--- src/rtl/axi_dma_rd_master_pkg.sv ---
`default_nettype none
// ============================================================================
// Module      : axi_dma_rd_master_pkg
// Description : Shared AXI constants and the read-master FSM state encoding.
// Contents    : AXI_BURST_INCR, AXI_RESP_OKAY, AXI_BOUNDARY, rd_state_t
// Revision    : 1.0 - initial release
// ============================================================================
package axi_dma_rd_master_pkg;

    localparam logic [1:0] AXI_BURST_INCR = 2'b01;
    localparam logic [1:0] AXI_RESP_OKAY  = 2'b00;
    localparam int         AXI_BOUNDARY   = 4096;

    typedef enum logic [1:0] {
        ST_IDLE  = 2'd0,
        ST_ADDR  = 2'd1,
        ST_DATA  = 2'd2,
        ST_DRAIN = 2'd3
    } rd_state_t;

endpackage
`default_nettype wire

--- src/rtl/axi_dma_rd_master_if.sv ---
`default_nettype none
// ============================================================================
// Module      : axi_dma_rd_master_if
// Description : AXI4 read address / read data channels.
// Modports    : master - the read initiator (drives AR, rready)
//               slave  - the memory side (drives arready, R)
// Revision    : 1.0 - initial release
// ============================================================================
interface axi_dma_rd_master_if #(
    parameter int ADDR_WIDTH = 16,
    parameter int DATA_WIDTH = 32,
    parameter int ID_WIDTH   = 8
);
    logic [ID_WIDTH-1:0]   arid;
    logic [ADDR_WIDTH-1:0] araddr;
    logic [7:0]            arlen;
    logic [2:0]            arsize;
    logic [1:0]            arburst;
    logic                  arlock;
    logic [3:0]            arcache;
    logic [2:0]            arprot;
    logic                  arvalid;
    logic                  arready;
    logic [ID_WIDTH-1:0]   rid;
    logic [DATA_WIDTH-1:0] rdata;
    logic [1:0]            rresp;
    logic                  rlast;
    logic                  rvalid;
    logic                  rready;

    modport master (
        output arid, araddr, arlen, arsize, arburst, arlock, arcache, arprot, arvalid,
        input  arready,
        input  rid, rdata, rresp, rlast, rvalid,
        output rready
    );

    modport slave (
        input  arid, araddr, arlen, arsize, arburst, arlock, arcache, arprot, arvalid,
        output arready,
        output rid, rdata, rresp, rlast, rvalid,
        input  rready
    );
endinterface
`default_nettype wire

--- src/rtl/axi_dma_rd_master.sv ---
`default_nettype none
// ============================================================================
// Module      : axi_dma_rd_master
// Description : AXI4 read initiator. One command fetches cmd_len contiguous
//               words starting at cmd_addr, split into INCR bursts limited by
//               MAX_BURST_LEN and 4 KB boundaries, one burst outstanding.
//               Words leave in order on a registered valid/ready stream.
// Ports       : clk, rst                 - clock, synchronous active-high reset
//               cmd_addr/len/valid/ready - transfer command
//               busy, done, err          - status (err sticky until next accept)
//               m_axi                    - AXI4 AR/R channels (master modport)
//               m_axis_tdata/tlast/tvalid/tready - output word stream
// Revision    : 1.0 - initial release
// ============================================================================
module axi_dma_rd_master
    import axi_dma_rd_master_pkg::*;
#(
    parameter int DATA_WIDTH    = 32,
    parameter int ADDR_WIDTH    = 16,
    parameter int STRB_WIDTH    = DATA_WIDTH / 8,
    parameter int ID_WIDTH      = 8,
    parameter int ARID_VALUE    = 0,
    parameter int MAX_BURST_LEN = 16,
    parameter int LEN_WIDTH     = 16
) (
    input  wire logic                  clk,
    input  wire logic                  rst,
    input  wire logic [ADDR_WIDTH-1:0] cmd_addr,
    input  wire logic [LEN_WIDTH-1:0]  cmd_len,
    input  wire logic                  cmd_valid,
    output logic                       cmd_ready,
    output logic                       busy,
    output logic                       done,
    output logic                       err,
    axi_dma_rd_master_if.master        m_axi,
    output logic [DATA_WIDTH-1:0]      m_axis_tdata,
    output logic                       m_axis_tlast,
    output logic                       m_axis_tvalid,
    input  wire logic                  m_axis_tready
);

    localparam int                    SIZE     = $clog2(STRB_WIDTH);
    localparam logic [ADDR_WIDTH-1:0] STRB_INC = ADDR_WIDTH'(STRB_WIDTH);
    localparam logic [ADDR_WIDTH-1:0] LOW_MASK = ADDR_WIDTH'(STRB_WIDTH - 1);
    localparam logic [LEN_WIDTH-1:0]  LEN_ONE  = LEN_WIDTH'(1);
    localparam logic [ID_WIDTH-1:0]   ARID_C   = ID_WIDTH'(ARID_VALUE);

    // Beats in the next burst: limited by words left, the burst cap and the
    // words remaining before the next 4 KB page.
    function automatic logic [8:0] calc_beats(input logic [ADDR_WIDTH-1:0] a,
                                              input logic [LEN_WIDTH-1:0]  rem);
        logic [12:0] room;
        logic [31:0] lim;
        room = 13'(AXI_BOUNDARY) - {1'b0, a[11:0]};
        room = room >> SIZE;
        lim  = 32'(rem);
        if (lim > 32'(MAX_BURST_LEN)) lim = 32'(MAX_BURST_LEN);
        if (lim > 32'(room))          lim = 32'(room);
        return lim[8:0];
    endfunction

    rd_state_t             state;
    rd_state_t             state_next;
    logic [ADDR_WIDTH-1:0] addr;
    logic [LEN_WIDTH-1:0]  remaining;
    logic [8:0]            beat_cnt;
    logic [8:0]            burst_beats;
    logic [8:0]            beats_m1;
    logic                  ar_valid;
    logic                  rd_ready;
    logic                  ar_fire;
    logic                  r_fire;
    logic                  t_fire;
    logic                  beat_bad;

    // AR fields come straight from addr/remaining, which do not move while
    // the request waits in ST_ADDR, so they stay stable until arready.
    assign burst_beats = calc_beats(addr, remaining);
    assign beats_m1    = burst_beats - 9'd1;

    assign m_axi.arid    = ARID_C;
    assign m_axi.araddr  = addr;
    assign m_axi.arlen   = beats_m1[7:0];
    assign m_axi.arsize  = 3'(SIZE);
    assign m_axi.arburst = AXI_BURST_INCR;
    assign m_axi.arlock  = 1'b0;
    assign m_axi.arcache = 4'b0011;
    assign m_axi.arprot  = 3'b000;
    assign m_axi.arvalid = ar_valid;
    assign m_axi.rready  = rd_ready;

    assign ar_fire = ar_valid && m_axi.arready;
    assign r_fire  = m_axi.rvalid && rd_ready;
    assign t_fire  = m_axis_tvalid && m_axis_tready;

    assign beat_bad = (m_axi.rresp != AXI_RESP_OKAY) || (m_axi.rid != ARID_C) ||
                      (m_axi.rlast != (beat_cnt == 9'd1));

    always_ff @(posedge clk) begin
        if (rst) state <= ST_IDLE;
        else     state <= state_next;
    end

    always_comb begin
        state_next = state;
        cmd_ready  = 1'b0;
        rd_ready   = 1'b0;
        case (state)
            ST_IDLE: begin
                cmd_ready = 1'b1;
                if (cmd_valid && (cmd_len != '0)) state_next = ST_ADDR;
            end
            ST_ADDR: begin
                if (ar_fire) state_next = ST_DATA;
            end
            ST_DATA: begin
                // Accept a beat only when the output register is free or
                // emptying this cycle.
                rd_ready = !m_axis_tvalid || m_axis_tready;
                if (m_axi.rvalid && rd_ready && (beat_cnt == 9'd1))
                    state_next = (remaining == LEN_ONE) ? ST_DRAIN : ST_ADDR;
            end
            ST_DRAIN: begin
                if (t_fire && m_axis_tlast) state_next = ST_IDLE;
            end
            default: state_next = ST_IDLE;
        endcase
    end

    always_ff @(posedge clk) begin
        if (rst) begin
            addr      <= '0;
            remaining <= '0;
            beat_cnt  <= '0;
            ar_valid  <= 1'b0;
            busy      <= 1'b0;
            done      <= 1'b0;
            err       <= 1'b0;
        end else begin
            done <= 1'b0;
            case (state)
                ST_IDLE: begin
                    if (cmd_valid) begin
                        err <= 1'b0;
                        if (cmd_len == '0) begin
                            done <= 1'b1;
                        end else begin
                            addr      <= cmd_addr & ~LOW_MASK;
                            remaining <= cmd_len;
                            busy      <= 1'b1;
                            ar_valid  <= 1'b1;
                        end
                    end
                end
                ST_ADDR: begin
                    if (ar_fire) begin
                        ar_valid <= 1'b0;
                        beat_cnt <= burst_beats;
                    end
                end
                ST_DATA: begin
                    if (r_fire) begin
                        addr      <= addr + STRB_INC;
                        remaining <= remaining - LEN_ONE;
                        beat_cnt  <= beat_cnt - 9'd1;
                        // Raise the next request together with the final beat
                        // so it is on the bus the following cycle.
                        if ((beat_cnt == 9'd1) && (remaining != LEN_ONE))
                            ar_valid <= 1'b1;
                        if (beat_bad) err <= 1'b1;
                    end
                end
                ST_DRAIN: begin
                    if (t_fire && m_axis_tlast) begin
                        busy <= 1'b0;
                        done <= 1'b1;
                    end
                end
                default: ;
            endcase
        end
    end

    // Single output register stage; words are forwarded even on error.
    always_ff @(posedge clk) begin
        if (rst) begin
            m_axis_tdata  <= '0;
            m_axis_tlast  <= 1'b0;
            m_axis_tvalid <= 1'b0;
        end else if (r_fire) begin
            m_axis_tdata  <= m_axi.rdata;
            m_axis_tlast  <= (remaining == LEN_ONE);
            m_axis_tvalid <= 1'b1;
        end else if (t_fire) begin
            m_axis_tlast  <= 1'b0;
            m_axis_tvalid <= 1'b0;
        end
    end

endmodule
`default_nettype wire

--- src/flat_wrapper.sv ---
// flat-port wrapper written by rule: the top's interface ports become plain ports
module axi_dma_rd_master_flat import axi_dma_rd_master_pkg::*;
#(
    parameter int DATA_WIDTH    = 32,
    parameter int ADDR_WIDTH    = 16,
    parameter int STRB_WIDTH    = DATA_WIDTH / 8,
    parameter int ID_WIDTH      = 8,
    parameter int ARID_VALUE    = 0,
    parameter int MAX_BURST_LEN = 16,
    parameter int LEN_WIDTH     = 16
)
  (clk, rst, cmd_addr, cmd_len, cmd_valid, cmd_ready, busy, done, err, m_axis_tdata, m_axis_tlast, m_axis_tvalid, m_axis_tready, m_axi_arid, m_axi_araddr, m_axi_arlen, m_axi_arsize, m_axi_arburst, m_axi_arlock, m_axi_arcache, m_axi_arprot, m_axi_arvalid, m_axi_arready, m_axi_rid, m_axi_rdata, m_axi_rresp, m_axi_rlast, m_axi_rvalid, m_axi_rready);
  axi_dma_rd_master_if #(.ADDR_WIDTH(ADDR_WIDTH), .DATA_WIDTH(DATA_WIDTH), .ID_WIDTH(ID_WIDTH)) m_axi_i ();
  input  wire logic clk;
  input  wire logic rst;
  input  wire logic [ADDR_WIDTH-1:0] cmd_addr;
  input  wire logic [LEN_WIDTH-1:0] cmd_len;
  input  wire logic cmd_valid;
  output logic cmd_ready;
  output logic busy;
  output logic done;
  output logic err;
  output logic [DATA_WIDTH-1:0] m_axis_tdata;
  output logic m_axis_tlast;
  output logic m_axis_tvalid;
  input  wire logic m_axis_tready;
  output wire logic [$bits(m_axi_i.arid)-1:0] m_axi_arid;
  output wire logic [$bits(m_axi_i.araddr)-1:0] m_axi_araddr;
  output wire logic [$bits(m_axi_i.arlen)-1:0] m_axi_arlen;
  output wire logic [$bits(m_axi_i.arsize)-1:0] m_axi_arsize;
  output wire logic [$bits(m_axi_i.arburst)-1:0] m_axi_arburst;
  output wire logic [$bits(m_axi_i.arlock)-1:0] m_axi_arlock;
  output wire logic [$bits(m_axi_i.arcache)-1:0] m_axi_arcache;
  output wire logic [$bits(m_axi_i.arprot)-1:0] m_axi_arprot;
  output wire logic [$bits(m_axi_i.arvalid)-1:0] m_axi_arvalid;
  input wire logic [$bits(m_axi_i.arready)-1:0] m_axi_arready;
  input wire logic [$bits(m_axi_i.rid)-1:0] m_axi_rid;
  input wire logic [$bits(m_axi_i.rdata)-1:0] m_axi_rdata;
  input wire logic [$bits(m_axi_i.rresp)-1:0] m_axi_rresp;
  input wire logic [$bits(m_axi_i.rlast)-1:0] m_axi_rlast;
  input wire logic [$bits(m_axi_i.rvalid)-1:0] m_axi_rvalid;
  output wire logic [$bits(m_axi_i.rready)-1:0] m_axi_rready;
  assign m_axi_arid = m_axi_i.arid;
  assign m_axi_araddr = m_axi_i.araddr;
  assign m_axi_arlen = m_axi_i.arlen;
  assign m_axi_arsize = m_axi_i.arsize;
  assign m_axi_arburst = m_axi_i.arburst;
  assign m_axi_arlock = m_axi_i.arlock;
  assign m_axi_arcache = m_axi_i.arcache;
  assign m_axi_arprot = m_axi_i.arprot;
  assign m_axi_arvalid = m_axi_i.arvalid;
  assign m_axi_i.arready = m_axi_arready;
  assign m_axi_i.rid = m_axi_rid;
  assign m_axi_i.rdata = m_axi_rdata;
  assign m_axi_i.rresp = m_axi_rresp;
  assign m_axi_i.rlast = m_axi_rlast;
  assign m_axi_i.rvalid = m_axi_rvalid;
  assign m_axi_rready = m_axi_i.rready;
  axi_dma_rd_master #(.DATA_WIDTH(DATA_WIDTH), .ADDR_WIDTH(ADDR_WIDTH), .STRB_WIDTH(STRB_WIDTH), .ID_WIDTH(ID_WIDTH), .ARID_VALUE(ARID_VALUE), .MAX_BURST_LEN(MAX_BURST_LEN), .LEN_WIDTH(LEN_WIDTH)) u_core (.clk(clk), .rst(rst), .cmd_addr(cmd_addr), .cmd_len(cmd_len), .cmd_valid(cmd_valid), .cmd_ready(cmd_ready), .busy(busy), .done(done), .err(err), .m_axi(m_axi_i), .m_axis_tdata(m_axis_tdata), .m_axis_tlast(m_axis_tlast), .m_axis_tvalid(m_axis_tvalid), .m_axis_tready(m_axis_tready));
endmodule
--- config.mk ---
export PLATFORM = sky130hd
export DESIGN_NAME = axi_dma_rd_master_flat
export DESIGN_NICKNAME = d
export VERILOG_FILES = /design/src/rtl/axi_dma_rd_master_pkg.sv /design/src/rtl/axi_dma_rd_master_if.sv /design/src/rtl/axi_dma_rd_master.sv /design/src/flat_wrapper.sv
export SDC_FILE = /design/constraint.sdc
export NUM_CORES = 1
export LEC_CHECK = 0
export CORE_ASPECT_RATIO = 0.8
export CORE_MARGIN = 1.5
export CORE_UTILIZATION = 50
export DETAILED_ROUTE_END_ITERATION = 12
export GPL_TIMING_DRIVEN = 1
export PLACE_DENSITY = 0.88
export REMOVE_ABC_BUFFERS = 1
export SYNTH_ARGS = -nofsm -noshare
export SYNTH_HDL_FRONTEND = slang
export SYNTH_SLANG_ARGS = --single-unit
--- constraint.sdc ---
create_clock -name clk -period 11.7 [get_ports clk]
set_clock_uncertainty 0.15 [all_clocks]
set_input_delay 1.755 -clock clk [delete_from_list [all_inputs] [get_ports clk]]
set_output_delay 1.755 -clock clk [all_outputs]
set_load 0.01 [all_outputs]
==> impl_metrics.py, run 1 <==
metrics = {
    "global_routing": {
        "grt_pass1_wl_mm": 23.0,
        "grt_overflow_total": 0,
        "grt_pass1_vias": 4971,
        "grt_use_total": 0.264,
        "grt_max_degree": 82,
        "antenna_found_initial": 0,
    },
    "worst_setup_path": {
        "cp_slowest_cell": "clkdlybuf4s50_1",
        "cp_top_family": "buffers and inverters",
        "cpMostUsedCell": "ha_1",
        "critPathMaxStageDelay_ns": 0.60,
        "path_buf_inv": 4,
        "crit_path_start_kind": "flop",
        "reg2reg_from": "u_core.state[0]",
        "cp.arrival_ns": 5.05,
        "path_max_fanout": 20,
        "critical_path_required_ns": 9.80,
        "path_class": "flop to output pin",
        "path_cells": "inv_1 > ha_1 > nand2_1 > xor2_1 > inv_1 > ha_1 > nand4_1 > nor2_1 > a2111oi_0 > a221oi_2 > buf_4 > mux2_2 > ha_1 > o41ai_1 > xor2_1 > o21ai_0 > clkdlybuf4s50_1",
        "end_kind": "output pin",
        "cp-startpoint": "u_core.m_axi.araddr[2]",
    },
    "logic_synthesis": {
        "synth_compound_area_frac": 0.213,
        "synth_edf_count": 0,
        "yosys.area_share.xor_xnor": 0.0260,
        "netlist_top_cells_area": "dfxtp_1 (31%), nand2_1 (8.1%), a21oi_1 (7.6%)",
        "syn_area_um2": 5040,
        "synthCells": 673,
        "synth_warnings": 0,
        "synthDistinctLibCells": 58,
        "async_flop_share": 0,
        "yosys.area_share.adder": 0.0595,
        "synth-seq-cells": 79,
        "yosys.area.top_type": "dfxtp_1",
        "synth_top_cell_area_share": 0.313,
        "dominantRegCellSynth": "dfxtp_1",
        "syn_avg_cell_area_um2": 7.50,
        "synth_top_family_by_area": "simple AND/OR/NAND/NOR gates",
        "yosys.area_share.simple": 0.280,
        "ys_seq_area_frac": 0.313,
        "muxShareOfSynthArea": 0.0181,
    },
    "cells_and_area": {
        "multiInputGateArea_um2": 3120,
        "nFillCells": 784,
        "fin_util": 0.688,
        "antenna_cells": 0,
        "seq_area_um2": 1580,
        "drive_gt1_frac": 0.0491,
        "area_growth_pct": 32.6,
        "nNetsFinal": 895,
        "stdcell_area_um2": 6690,
        "final_cells": 931,
    },
    "worst_hold_path": {
        "hp-class": "flop to flop",
        "min-delay-start": "u_core.m_axis_tdata[28]",
    },
    "floorplanning": {
        "core_um2": 9730,
        "io_pins": 166,
        "rows": 32,
        "die_area_um2": 10700,
        "die_h_um": 92.8,
        "fp.dieW_um": 115,
        "initial_utilization": 0.519,
    },
    "placement": {
        "dp.cells": 915,
        "place_area_um2": 6380,
        "io_buffers": 140,
        "place.gp.congestion": 0.894,
        "dp_hpwl_mm": 10.2,
    },
    "clock_network": {
        "cts_buffer_depth": 2,
        "cts_tree": "done",
        "numCtsBuffers": 9,
        "clock_sinks": 79,
        "cts_resized": 0,
        "clk_pin_slew_worst_paths_ns": 0.06,
        "cts-htree-levels": 3,
        "clock_latency_ns": 0.33,
        "root_buffer": "clkbuf_16",
        "post_cts_buffers": 0,
        "postCtsHoldBufs": 0,
    },
    "routing": {
        "viasPerCell": 5.86,
        "dr.pass1.iters": 6,
        "num_vias": 5460,
        "ant_nets": 0,
        "drc_errors": 0,
        "drtIter0Drc": 381,
        "wl_per_cell_um": 15.8,
        "wirelength_mm": 14.7,
    },
    "timing": {
        "finalSetupViolCount": 0,
        "period_share": 0.594,
        "tightest_slew_ns": 1.31,
        "finalCriticalPeriod_ns": 6.95,
        "rsz0062_at_grt": "false",
        "max_slew_margin": 0.128,
        "tns_ns": 0,
        "slew_viol_final": 0,
        "hold_viol": 0,
        "timing.fmax_ghz": 0.144,
        "hold_slack_ns": 0.304,
    },
    "run": {
        "cap_violations": 0,
    },
    "power_and_ir_drop": {
        "p_leak_nw": 2.44,
        "p_per_area_nw_per_um2": 280,
        "ir_worst_vdd_mv": 0.148,
    },
    "run_status": {
        "status": "finished, final reports clean",
    },
}
==> registers in the layout, summed over array words and instances (netlist names) <==
name and count:
u_core.m_axis_tdata 32, u_core.beat_cnt 9, u_core.done 1, u_core.remaining 16, u_core.m_axis_tlast 1, u_core.m_axi.araddr 14
u_core.m_axi.arvalid 1, u_core.m_axis_tvalid 1, u_core.busy 1, u_core.err 1, u_core.state 2
==> synth_stat cells, drive strengths merged, types with 9 or more instances <==
cell,count
nor3,20
nor4,21
a211oi,11
o21ai,34
a21oi,77
nor2,44
a22oi,18
dfxtp,79
nand3,26
clkbuf,31
o31ai,10
nand2,109
buf,35
and2,9
inv,18
ha,24
==> area by class of cell <==
cell class | instances | share of cell area
clock buffers | 10 | 0.0357
clock inverters | 6 | 0.0101
inverters | 18 | 0.0101
multi-input cells | 536 | 0.467
flip-flops and latches | 79 | 0.236
well taps | 136 | 0.0254
repair buffers | 146 | 0.215
==> report_power, final <==
group / internal (mW) / switching, mW
clock: 0.172 / 0.117
sequential: 0.336 / 0.0998
combinational: 0.500 / 0.651
total: 1.01 / 0.868
==> stage by stage <==
| step | power, mW | worst slack, ns |
|---|---|---|
| floorplan | 1.13 | 5.15 |
| global placement | 1.52 | 5.28 |
| detailed placement | 1.56 | 5.24 |
| CTS | 1.86 | 4.85 |
| global route | 2.00 | 4.53 |
| finish | 1.88 | 4.75 |
==> logic make-up (layout without fill, tap and decap cells) <==
family,count (synthesis),in the layout
AOI/OAI and AO/OA,179,179
xor gates and xnor gates,15,15
adders and majority gates,24,24
buffers and inverters,85,180
DFF,79,79
muxes,9,9
other,2,29
and+or+nand+nor,280,280
==> worst reg2reg max path, stage by stage (launching register included) <==
cell and delay [ns]:
dfxtp_1 0.33, inv_1 0.12, ha_1 0.47, buf_4 0.48, inv_2 0.31, a21oi_1 0.18, or3_1 0.11, buf_4 0.26
or2_1 0.83, o21ai_1 0.16, a2111oi_0 0.41
==> worst paths after layout <==
kind,cells past startpoint,slack (ns),to
max,17,4.75,m_axi_arlen[4]
min,2,0.30,u_core.m_axis_tdata[28]
max reg2reg,10,7.77,u_core.remaining[9]
min reg2reg,2,0.30,u_core.m_axis_tdata[28]
==> cells in the final DEF, fill, tap and decap left out, types with 3 or more instances in the layout <==
cell type        instances
a31oi_1                  6
o211ai_1                 3
nand3_1                 26
conb_1                  29
o22ai_1                  5
nor2b_1                  5
o21ai_0                 29
a22oi_1                 18
o21ai_1                  5
buf_4                    6
ha_1                    24
clkdlybuf4s50_1        139
and2_1                   9
nor2_1                  44
nand3b_1                 3
and3_1                   4
inv_1                   17
a2111oi_0                6
o31ai_1                 10
or3_1                    7
a211oi_1                10
clkbuf_16                9
or4_1                    5
nor3_1                  19
or2_2                    3
nand4_1                  8
xnor2_1                  8
a21oi_1                 77
dfxtp_1                 79
xor2_1                   7
mux2i_1                  8
nor4b_1                  5
nand2_1                109
nor4_1                  17
==> per-layer routing <==
metal	track usage	up-vias	part of all wire
met5	0	-	0
met4	0.0947	0	0.022
met3	0.0484	29	0.072
met2	0.449	237	0.49
met1	0.332	2597	0.42
li1	-	2597	-
No activity file was read; power rests on OpenSTA's default activity.
==> run 2: changes to the inputs <==
CORE_UTILIZATION = 47   (was 50)
PLACE_DENSITY = 0.84   (was 0.88)
clock period = 6.45 ns   (was 11.7 ns; I/O delays follow)
==> run 2 against run 1 <==
Effect of this change:
- sequential cell count unchanged
- sequential share of layout area is 0.066 points lower
- setup slack got worse by 4.3 ns
- critical path depth is 2 lower
- highest routed layer unchanged
- largest power group unchanged
==> impl_metrics.py, run 2 (synthesis results as in run 1) <==
metrics = {
    "power_and_ir_drop": {
        "p_per_area_nw_per_um2": 509,
        "internal-power_mw": 1.86,
        "p_sw_frac": 0.456,
        "ir_worst_vdd_mv": 0.265,
        "p_leak_nw": 2.45,
        "comb_power_share": 0.606,
        "pwr-share-clk": 0.163,
        "p_switching_mw": 1.56,
        "seq_power_share": 0.231,
    },
    "placement": {
        "pre_cts_ws_ns": 0.797,
        "dp_hpwl_mm": 10.4,
        "dp.cells": 919,
        "io_buffers": 140,
        "place.gp.congestion": 0.888,
    },
    "timing": {
        "period_share": 0.929,
        "max_slew_margin": 0.148,
        "rsz0062_at_grt": "false",
        "slew_viol_final": 0,
        "hold_viol": 0,
        "hold_slack_ns": 0.301,
        "tightest_slew_ns": 1.28,
        "finalCriticalPeriod_ns": 5.99,
        "timing.fmax_ghz": 0.167,
        "tns_ns": 0,
        "setup_ws_ns": 0.459,
        "finalSetupViolCount": 0,
    },
    "clock_network": {
        "cts-htree-levels": 3,
        "cts_resized": 0,
        "cts_tree": "done",
        "root_buffer": "clkbuf_16",
        "numCtsBuffers": 9,
        "clk_pin_slew_worst_paths_ns": 0.06,
        "clock_sinks": 79,
        "clock_latency_ns": 0.35,
        "postCtsHoldBufs": 0,
        "cts_buffer_depth": 2,
        "post_cts_buffers": 0,
    },
    "worst_hold_path": {
        "whs_path_depth": 2,
        "holdPathEnd": "u_core.m_axis_tdata[15]",
        "hp-class": "flop to flop",
        "min-delay-start": "u_core.m_axis_tdata[15]",
    },
    "routing": {
        "drc_errors": 0,
        "wl_per_cell_um": 15.6,
        "dr.pass1.iters": 5,
        "num_vias": 5324,
        "wirelength_mm": 14.6,
        "viasPerCell": 5.69,
        "drtIter0Drc": 407,
        "ant_nets": 0,
    },
    "floorplanning": {
        "initial_utilization": 0.487,
        "rows": 33,
        "die_h_um": 95.7,
        "io_pins": 166,
        "die_area_um2": 11400,
        "core_um2": 10400,
        "fp.dieW_um": 119,
    },
    "cells_and_area": {
        "largest_register_ffs": 32,
        "nNetsFinal": 895,
        "drive_gt1_frac": 0.0491,
        "final_common_cell": "clkdlybuf4s50_1",
        "final_cells": 935,
        "antenna_cells": 0,
        "nFillCells": 898,
        "area_growth_pct": 33.0,
        "top_register": "u_core.m_axis_tdata",
        "layout_common_cells": "clkdlybuf4s50_1 (139), nand2_1 (109), dfxtp_1 (79), a21oi_1 (77), nor2_1 (44)",
    },
    "worst_setup_path": {
        "reg2reg_from": "u_core.remaining[8]",
        "r2r_cells": 12,
        "r2r_setup_slack_ns": 2.67,
        "cp.arrival_ns": 4.87,
        "end_kind": "output pin",
        "r2r-end": "u_core.beat_cnt[7]",
        "path_max_fanout": 6,
        "path_class": "flop to output pin",
        "critical_path_required_ns": 5.33,
        "crit_path_start_kind": "flop",
    },
    "global_routing": {
        "use_met1": 0.306,
        "grt_overflow_total": 0,
        "grt_max_degree": 54,
        "grt.met2_usage": 0.429,
        "grt_use_met3": 0.0580,
        "antenna_found_initial": 0,
        "grt_pass1_wl_mm": 23.0,
        "grt_pass1_vias": 4871,
        "busiest_layer": "met2",
        "grt_use_total": 0.252,
    },
    "run_status": {
        "status": "finished, final reports clean",
    },
    "run": {
        "cap_violations": 0,
    },
}
-- run 2: cell types whose count changed in the layout (fill, tap and decap cells not counted), sizes merged --
| cell | change |
|---|---|
| bufinv | +1 |
| clkinvlp | -1 |
| clkbuf | -1 |
| clkinv | +1 |
-- run 2: layout make-up --
cell class,instances,area (µm²),area share
tap,140,175,0.0261
multi-input combinational,536,3120,0.465
sequential,79,1580,0.236
timing repair buffer,146,1440,0.215
inverter,18,67.6,0.0101
clock inverter,7,95.1,0.0142
clock buffer,9,225,0.0336
-- run 2: worst max-delay path, stage by stage, from the launching register on --
cell,delay [ns]
dfxtp_1,0.36
nor4_2,0.46
nand3_1,0.19
a211oi_2,0.39
and2_1,0.22
ha_1,0.16
nor2b_1,0.14
o211ai_1,0.09
a211o_1,0.29
a221oi_2,0.48
mux2i_1,0.32
ha_1,0.32
o41ai_1,0.13
xor2_1,0.15
o21ai_0,0.23
clkdlybuf4s50_1,0.59
-- run 2: per-stage QoR --
stage,instance area (µm²),power (mW),utilization
final,6710,3.42,0.647
after global routing,6710,3.68,0.647
after CTS,6710,3.41,0.647
after detailed placement,6390,2.84,0.616
after global placement,6390,2.76,0.616
after floorplan,4770,2.06,-
-- run 2: worst max path at each step --
stage,from,end,slack [ns],depth (start not counted)
final,u_core.remaining[8],m_axi_arlen[4],0.46,15
after global routing,u_core.remaining[8],m_axi_arlen[6],0.06,16
after CTS,u_core.remaining[8],m_axi_arlen[4],0.44,15
after detailed placement,u_core.remaining[8],m_axi_arlen[4],0.80,15
after global placement,u_core.remaining[8],m_axi_arlen[4],0.96,15
after floorplan,u_core.remaining[8],m_axi_arlen[6],0.69,15
-- run 2: power groups by stage --
stage | Combinational [mW] | Sequential, mW | Clock, mW
finish | 2.07 | 0.789 | 0.558
global route | 2.28 | 0.811 | 0.588
CTS | 2.06 | 0.783 | 0.565
detailed placement | 2.05 | 0.794 | 0
global placement | 1.98 | 0.783 | 0
floorplan | 1.28 | 0.778 | 0
-- run 2: metal layers --
| metal | part of all wire | routed length (µm) |
|---|---|---|
| met4 | 0.026 | 385 |
| met3 | 0.062 | 903 |
| met2 | 0.49 | 7140 |
| met5 | 0 | 0 |
| met1 | 0.42 | 6130 |
